==> config.mk <==
export PLATFORM = sky130hd
export DESIGN_NAME = vga_slot_loader
export DESIGN_NICKNAME = d
export VERILOG_FILES = /design/src/rtl/vga_slot_loader.sv
export SDC_FILE = /design/constraint.sdc
export NUM_CORES = 1
export LEC_CHECK = 0
export CORE_MARGIN = 2
export CORE_UTILIZATION = 52
export CTS_CLUSTER_DIAMETER = 80
export DETAILED_ROUTE_END_ITERATION = 8
export MAX_ROUTING_LAYER = met4
export PLACE_DENSITY = 0.92
export SYNTH_ARGS = -nofsm -noshare
export SYNTH_HDL_FRONTEND = slang
export SYNTH_SLANG_ARGS = --single-unit
==> constraint.sdc <==
create_clock -name clk -period 3.2 [get_ports clk]
set_input_delay 0.64 -clock clk [delete_from_list [all_inputs] [get_ports clk]]
set_output_delay 0.64 -clock clk [all_outputs]
set_load 0.005 [all_outputs]
==> src/rtl/vga_slot_loader.sv <==
// Copies a 2-bpp sprite bitmap from a sync ROM into a slot core, then programs x0/y0/ctrl/bypass.
// Latency: PIX_COUNT+7 cycles with load_ram, 5 without; no backpressure, one bus write per cycle.
module vga_slot_loader #(
    parameter int ADDR_WIDTH = 10,
    parameter int PIX_COUNT  = 1024
) (
    input  logic                  clk,
    input  logic                  reset,
    input  logic                  start,
    input  logic                  load_ram,
    input  logic                  bypass_in,
    input  logic [10:0]           x0_in,
    input  logic [10:0]           y0_in,
    input  logic [4:0]            ctrl_in,
    output logic [ADDR_WIDTH-1:0] rom_addr,
    input  logic [1:0]            rom_data,
    output logic                  cs,
    output logic                  write,
    output logic [13:0]           addr,
    output logic [31:0]           wr_data,
    output logic                  busy,
    output logic                  done
);

    localparam int CW = ADDR_WIDTH + 1;
    localparam logic [CW-1:0]         PIX_END  = CW'(PIX_COUNT);
    localparam logic [ADDR_WIDTH-1:0] ROM_LAST = ADDR_WIDTH'(PIX_COUNT - 1);
    localparam logic [13:0] REG_BYP  = 14'h2000;
    localparam logic [13:0] REG_X0   = 14'h2001;
    localparam logic [13:0] REG_Y0   = 14'h2002;
    localparam logic [13:0] REG_CTRL = 14'h2003;

    typedef enum logic [3:0] {
        IDLE, HIDE, PREFETCH, RAM_WR, WR_X0, WR_Y0, WR_CTRL, WR_BYP, DONE
    } state_t;

    state_t                state, state_nx;
    logic [CW-1:0]         cnt, cnt_nx;
    logic [ADDR_WIDTH-1:0] rom_addr_nx, rom_step;
    logic                  wr_nx;
    logic [13:0]           addr_nx;
    logic [31:0]           wr_data_nx;
    logic                  lat_byp;
    logic [10:0]           lat_x0, lat_y0;
    logic [4:0]            lat_ctrl;
    logic                  accept;

    assign accept   = (state == IDLE) && start;
    // Saturate so a full 2**ADDR_WIDTH load never wraps back to 0.
    assign rom_step = (rom_addr == ROM_LAST) ? rom_addr : rom_addr + ADDR_WIDTH'(1);

    always_comb begin
        state_nx    = state;
        cnt_nx      = cnt;
        rom_addr_nx = rom_addr;
        wr_nx       = 1'b0;
        addr_nx     = 14'd0;
        wr_data_nx  = 32'd0;
        case (state)
            IDLE: begin
                if (start) begin
                    rom_addr_nx = '0;
                    cnt_nx      = '0;
                    wr_nx       = 1'b1;
                    if (load_ram) begin
                        state_nx   = HIDE;
                        addr_nx    = REG_BYP;
                        wr_data_nx = 32'd1;
                    end else begin
                        state_nx   = WR_X0;
                        addr_nx    = REG_X0;
                        wr_data_nx = {21'd0, x0_in};
                    end
                end
            end
            HIDE: begin
                state_nx    = PREFETCH;
                rom_addr_nx = rom_step;
            end
            PREFETCH: begin
                state_nx    = RAM_WR;
                rom_addr_nx = rom_step;
                wr_nx       = 1'b1;
                wr_data_nx  = {30'd0, rom_data};
                cnt_nx      = CW'(1);
            end
            RAM_WR: begin
                wr_nx = 1'b1;
                if (cnt == PIX_END) begin
                    state_nx   = WR_X0;
                    addr_nx    = REG_X0;
                    wr_data_nx = {21'd0, lat_x0};
                end else begin
                    rom_addr_nx = rom_step;
                    addr_nx     = 14'(cnt[ADDR_WIDTH-1:0]);
                    wr_data_nx  = {30'd0, rom_data};
                    cnt_nx      = cnt + CW'(1);
                end
            end
            WR_X0: begin
                state_nx   = WR_Y0;
                wr_nx      = 1'b1;
                addr_nx    = REG_Y0;
                wr_data_nx = {21'd0, lat_y0};
            end
            WR_Y0: begin
                state_nx   = WR_CTRL;
                wr_nx      = 1'b1;
                addr_nx    = REG_CTRL;
                wr_data_nx = {27'd0, lat_ctrl};
            end
            WR_CTRL: begin
                state_nx   = WR_BYP;
                wr_nx      = 1'b1;
                addr_nx    = REG_BYP;
                wr_data_nx = {31'd0, lat_byp};
            end
            WR_BYP:  state_nx = DONE;
            DONE:    state_nx = IDLE;
            default: state_nx = IDLE;
        endcase
    end

    always_ff @(posedge clk) begin
        if (reset) begin
            state    <= IDLE;
            cnt      <= '0;
            rom_addr <= '0;
            cs       <= 1'b0;
            write    <= 1'b0;
            addr     <= 14'd0;
            wr_data  <= 32'd0;
            busy     <= 1'b0;
            done     <= 1'b0;
            lat_byp  <= 1'b0;
            lat_x0   <= 11'd0;
            lat_y0   <= 11'd0;
            lat_ctrl <= 5'd0;
        end else begin
            state    <= state_nx;
            cnt      <= cnt_nx;
            rom_addr <= rom_addr_nx;
            cs       <= wr_nx;
            write    <= wr_nx;
            addr     <= addr_nx;
            wr_data  <= wr_data_nx;
            busy     <= (state_nx != IDLE) && (state_nx != DONE);
            done     <= (state_nx == DONE);
            if (accept) begin
                lat_byp  <= bypass_in;
                lat_x0   <= x0_in;
                lat_y0   <= y0_in;
                lat_ctrl <= ctrl_in;
            end
        end
    end

endmodule

---- Word level (Yosys, flattened, before mapping) ----
Index checks and enable logic that the tools add are counted.
cells by class
  add/subtract/negate cells ............... 2
  equal/unequal tests ..................... 13
  mux-type cells .......................... 21
  reductions and logical operators ........ 10
operators with widths
  operator                                                               count
  14-bit one-hot mux with 5 select lines                                 1
  11-bit one-hot mux with 6 select lines                                 1
  11-bit two-way mux                                                     5
  11-bit one-hot mux with 3 select lines                                 1
  4-bit one-hot mux with 8 select lines                                  1
  10-bit two-way mux                                                     3
  10-bit one-hot mux with 3 select lines                                 1
  14-bit two-way mux                                                     2
  4-bit by 3-bit equality test with 1-bit output, second input constant  4
  11-bit by 1-bit adder with 11-bit output, second input constant        1
  11-bit equality test, second input constant                            1
  10-bit by 1-bit adder with 10-bit output, second input constant        1
  10-bit equality test, second input constant                            1
  4-bit by 2-bit equality test with 1-bit output, second input constant  2
  4-bit two-way mux                                                      2
  3-bit AND reduction                                                    2
  3-bit nonzero test                                                     2
  5-bit OR reduction                                                     1
  4-bit by 1-bit equality test with 1-bit output, second input constant  1
  4-bit equality test, second input constant                             1
  4-bit zero test                                                        1
  2-bit inequality test, second input constant                           2
  4-bit inequality test, second input constant                           1
  4-bit nonzero test                                                     1
  5 further kinds                                                        7
word-level totals
  register bits after elaboration ......... 102
  input bits .............................. 34
  logic and storage cells ................. 58

---- Logic depth before layout (Yosys ltp) ----
  depth in word-level cells ............... 5
  mapped depth ............................ 7

---- Least setup slack after synthesis ----
Ideal clock, no wire load.
  path type ............................... input-to-reg
  start point ............................. input port start
  end point ............................... register cnt[6]
  setup time .............................. 0.121 ns
  arrival time ............................ 1.742 ns
  data required time ...................... 3.079 ns
  path slack .............................. 1.337 ns
  stages on the path ...................... 5
  path buffers ............................ 1
  path through ............................ buf_2 and2b_1 o21ai_1 nor4_1 mux2_2
between the ends
  word-level cells in the longest chain between the ends .. 2
ends and longest elaborated chain
  what                             line  source
  start, declared                  9     input logic start,
  2-bit inequality test (no line)  n/a
  3-bit AND reduction (no line)    n/a
  end signal, assigned             141   cnt <= cnt_nx;
  end, declared                    38    logic [CW-1:0] cnt, cnt_nx;
Every way passes these cells.
A chain may end at the register's enable or synchronous reset.

---- Final worst setup path ----
  start point ............................. register state[1]
  end point ............................... register wr_data[8]
between the ends
  word-level cells in the longest chain between the ends .. 2
ends and longest elaborated chain
  what                                                                          line  source
  start, declared                                                               37    state_t state, state_nx;
  start signal, assigned                                                        140   state <= state_nx;
  4-bit by 3-bit equality test with 1-bit output, or another cell as far along  59    case (state)
  11-bit one-hot mux with 6 select lines (*)                                    59
  end signal, assigned                                                          146   wr_data <= wr_data_nx;
  end, declared                                                                 20    output logic [31:0] wr_data,
Every way passes the cells marked *; elsewhere a longest branch is shown, timed or not.

==> metrics <==
run status=complete, no violations; DR pass1 iterations=5; H-tree lvl count=3; I/O pin total=94; Clock Tree Buf Depth=2; TNS Setup=0 ns; Post-Place Setup Slack=0.648 ns; postcts setup bufs=0; Via-to-Cell Ratio=5.82; max-slew violations=0; crit end category=flip-flop; RSZ-0062 raised after global routing=no; Cells after Synth=~420; R2R cell count=4; vias in the first global route=3023; fillers=540; synthesized cell area=0.00358 sq mm; Final Power=between 0.002 and 0.0025 W; top post-synthesis cells by area=dfxtp_1 44%, nand2_1 8.0%, a21oi_1 6.4%; RePlAce Congestion=0.937; CORE AREA=about 0.0067 sq mm; peak supply drop=0.000245 V; number of buffers created by CTS=9; Clk Latency, worst-skew pair=0.36 ns; setup ws final=0.837 ns; post-synth top area share=43.6%; cell row count=30; most common cell after layout, fill and taps aside=dfxtp_1; first-pass GRT wire length=13300 microns; sequential-to-total area share from yosys stat=43.6%; Final Skew=0.0120 ns; Worst-Margin Slew=0.888 ns; P&R area growth vs syn=21.7%; drt initial violations=roughly 320; hold depth=2; Worst slew margin=approximately two fifths; highest-count cells in the layout ignoring fill and taps=78 x dfxtp_1, 76 x nand2_1, 69 x clkdlybuf4s50_1; DIE WIDTH=87.0 microns; register area=0.00156 sq mm; DIE HEIGHT=slightly below 90 microns; Fin. Hold Viols=0; hold-fix buffers at CTS=0; Resize count post-CTS=0; initial antenna violation count=0; YS warnings=0; Post-synth EDFFs=0; Hold/Removal Path Class=flip-flop to flip-flop; Max-cap violations=0; Yosys top cell by area=dfxtp_1; Final Core Density=64.9%; multi-input logic area=0.00176 sq mm; Mapped Avg Cell Area=8.55 sq um; antenna cells=0; WL/cell=14.8 microns; clk sink count=78; pwr dens=roughly 490 mW/mm^2; fin nets=513; most used flip-flop cell after synthesis=dfxtp_1; fmax=0.423 GHz; leakage=1.55 nW; Port Buf Inserts=69; initial core utilization=a little over half; Detail Route Antenna Nets=0; crit path kind=flip-flop to flip-flop; # DRC=0; Final period util=73.9%; asr flop ratio synth=0%; wirelength, routed=8320 microns; crit path launch type=flip-flop; post-layout min period=2.36 ns; required time of the critical path=3.50 ns; global route total overflow=0; layout cells sized above 1=between 7 and 8%; Total GRT Usage=22.8%; die area=0.00757 sq mm; dpl hpwl=slightly below 6000 microns; Critical Path AT=2.66 ns; largest net degree at the start of global routing=42; Worst-path clk slew=0.08 ns; FF+latch count, synth=between 70 and 80; CTS tree=yes; Via Count=roughly 3.3k; CTS Root Cell=clkbuf_8; # setup viols final=0; Synth cell types=64; Crit Path Max Fanout=24
## path summary, 6_finish.rpt
path / startpoint / to / slack, ns
min: lat_x0[1] / lat_x0[1] / 0.46
max: state[1] / wr_data[8] / 0.84
max reg2reg: state[1] / wr_data[8] / 0.84
min reg2reg: lat_x0[1] / lat_x0[1] / 0.46
## where the power goes
group          internal [W]  leakage, nW  total (W)  switching, W
Combinational      0.000175        0.824   0.000383      0.000208
Sequential          0.00103        0.635    0.00109     0.0000627
Clock              0.000299       0.0958   0.000657      0.000358
Total               0.00151         1.55    0.00213      0.000628
## cell type report
type | instances | area share [%]
Timing Repair Buffer | 75 | 16.9
Clock buffer | 10 | 3.16
Tap cell | 80 | 2.30
Multi-Input combinational cell | 304 | 40.3
Sequential cell | 78 | 35.8
Inverter | 8 | 0.689
Clock inverter | 6 | 0.861
## through the flow
stage          std cells  area (sq um)  hold WS (ns)
2_1_floorplan        442          3670         0.436
3_5_place_dp         545          4190         0.448
3_3_place_gp         545          4190         0.441
4_1_cts              561          4360         0.459
6_report             561          4360         0.458
5_1_grt              561          4360         0.476
## cell usage after synthesis, drive strengths merged (3+ instances only)
cell,count
a21oi,46
a222oi,10
and2,8
and3,3
and4,3
buf,42
clkbuf,10
dfxtp,78
ha,3
inv,8
mux2i,7
nand2,77
nand2b,8
nand3,7
nand4,4
nor2,20
nor3,4
nor4,12
o2111ai,3
o21ai,11
o31ai,5
or2,4
or3,5
or4,5
xnor2,3
## critical path: stages (launching register included)
cell and delay [ns]:
dfxtp_1 0.91, nor4bb_1 0.44, and4_1 0.58, a222oi_1 0.22
nor2_1 0.15
## state kept, by name (all words and copies together) (netlist names)
signal and flops:
lat_byp 1, cnt 11, rom_addr 10, busy 1, lat_x0 11, lat_ctrl 5, write 1, wr_data 11
lat_y0 11, state 4, done 1, addr 11
## kinds of logic (layout without fill, tap and decap cells)
logic type	Yosys count	count (layout)	share of synthesized area, %
buf+inv	60	99	9.78
other cells	1	24	0.105
fa+ha+maj	3	3	1.05
simple gates	172	172	25.5
compound gates	93	93	16.8
mux	8	8	2.27
xor+xnor	4	4	0.978
flops	78	78	43.6
## per-layer routing
layer  share of wire [%]  wire length, microns  global-route usage, %
met1                  39                  3270                   27.1
met2                  52                  4310                   36.9
met3                 7.1                   591                   5.69
met4                 1.8                   150                   9.52
met5                   0                     0                      -
No activity file was read; power rests on OpenSTA's default activity.
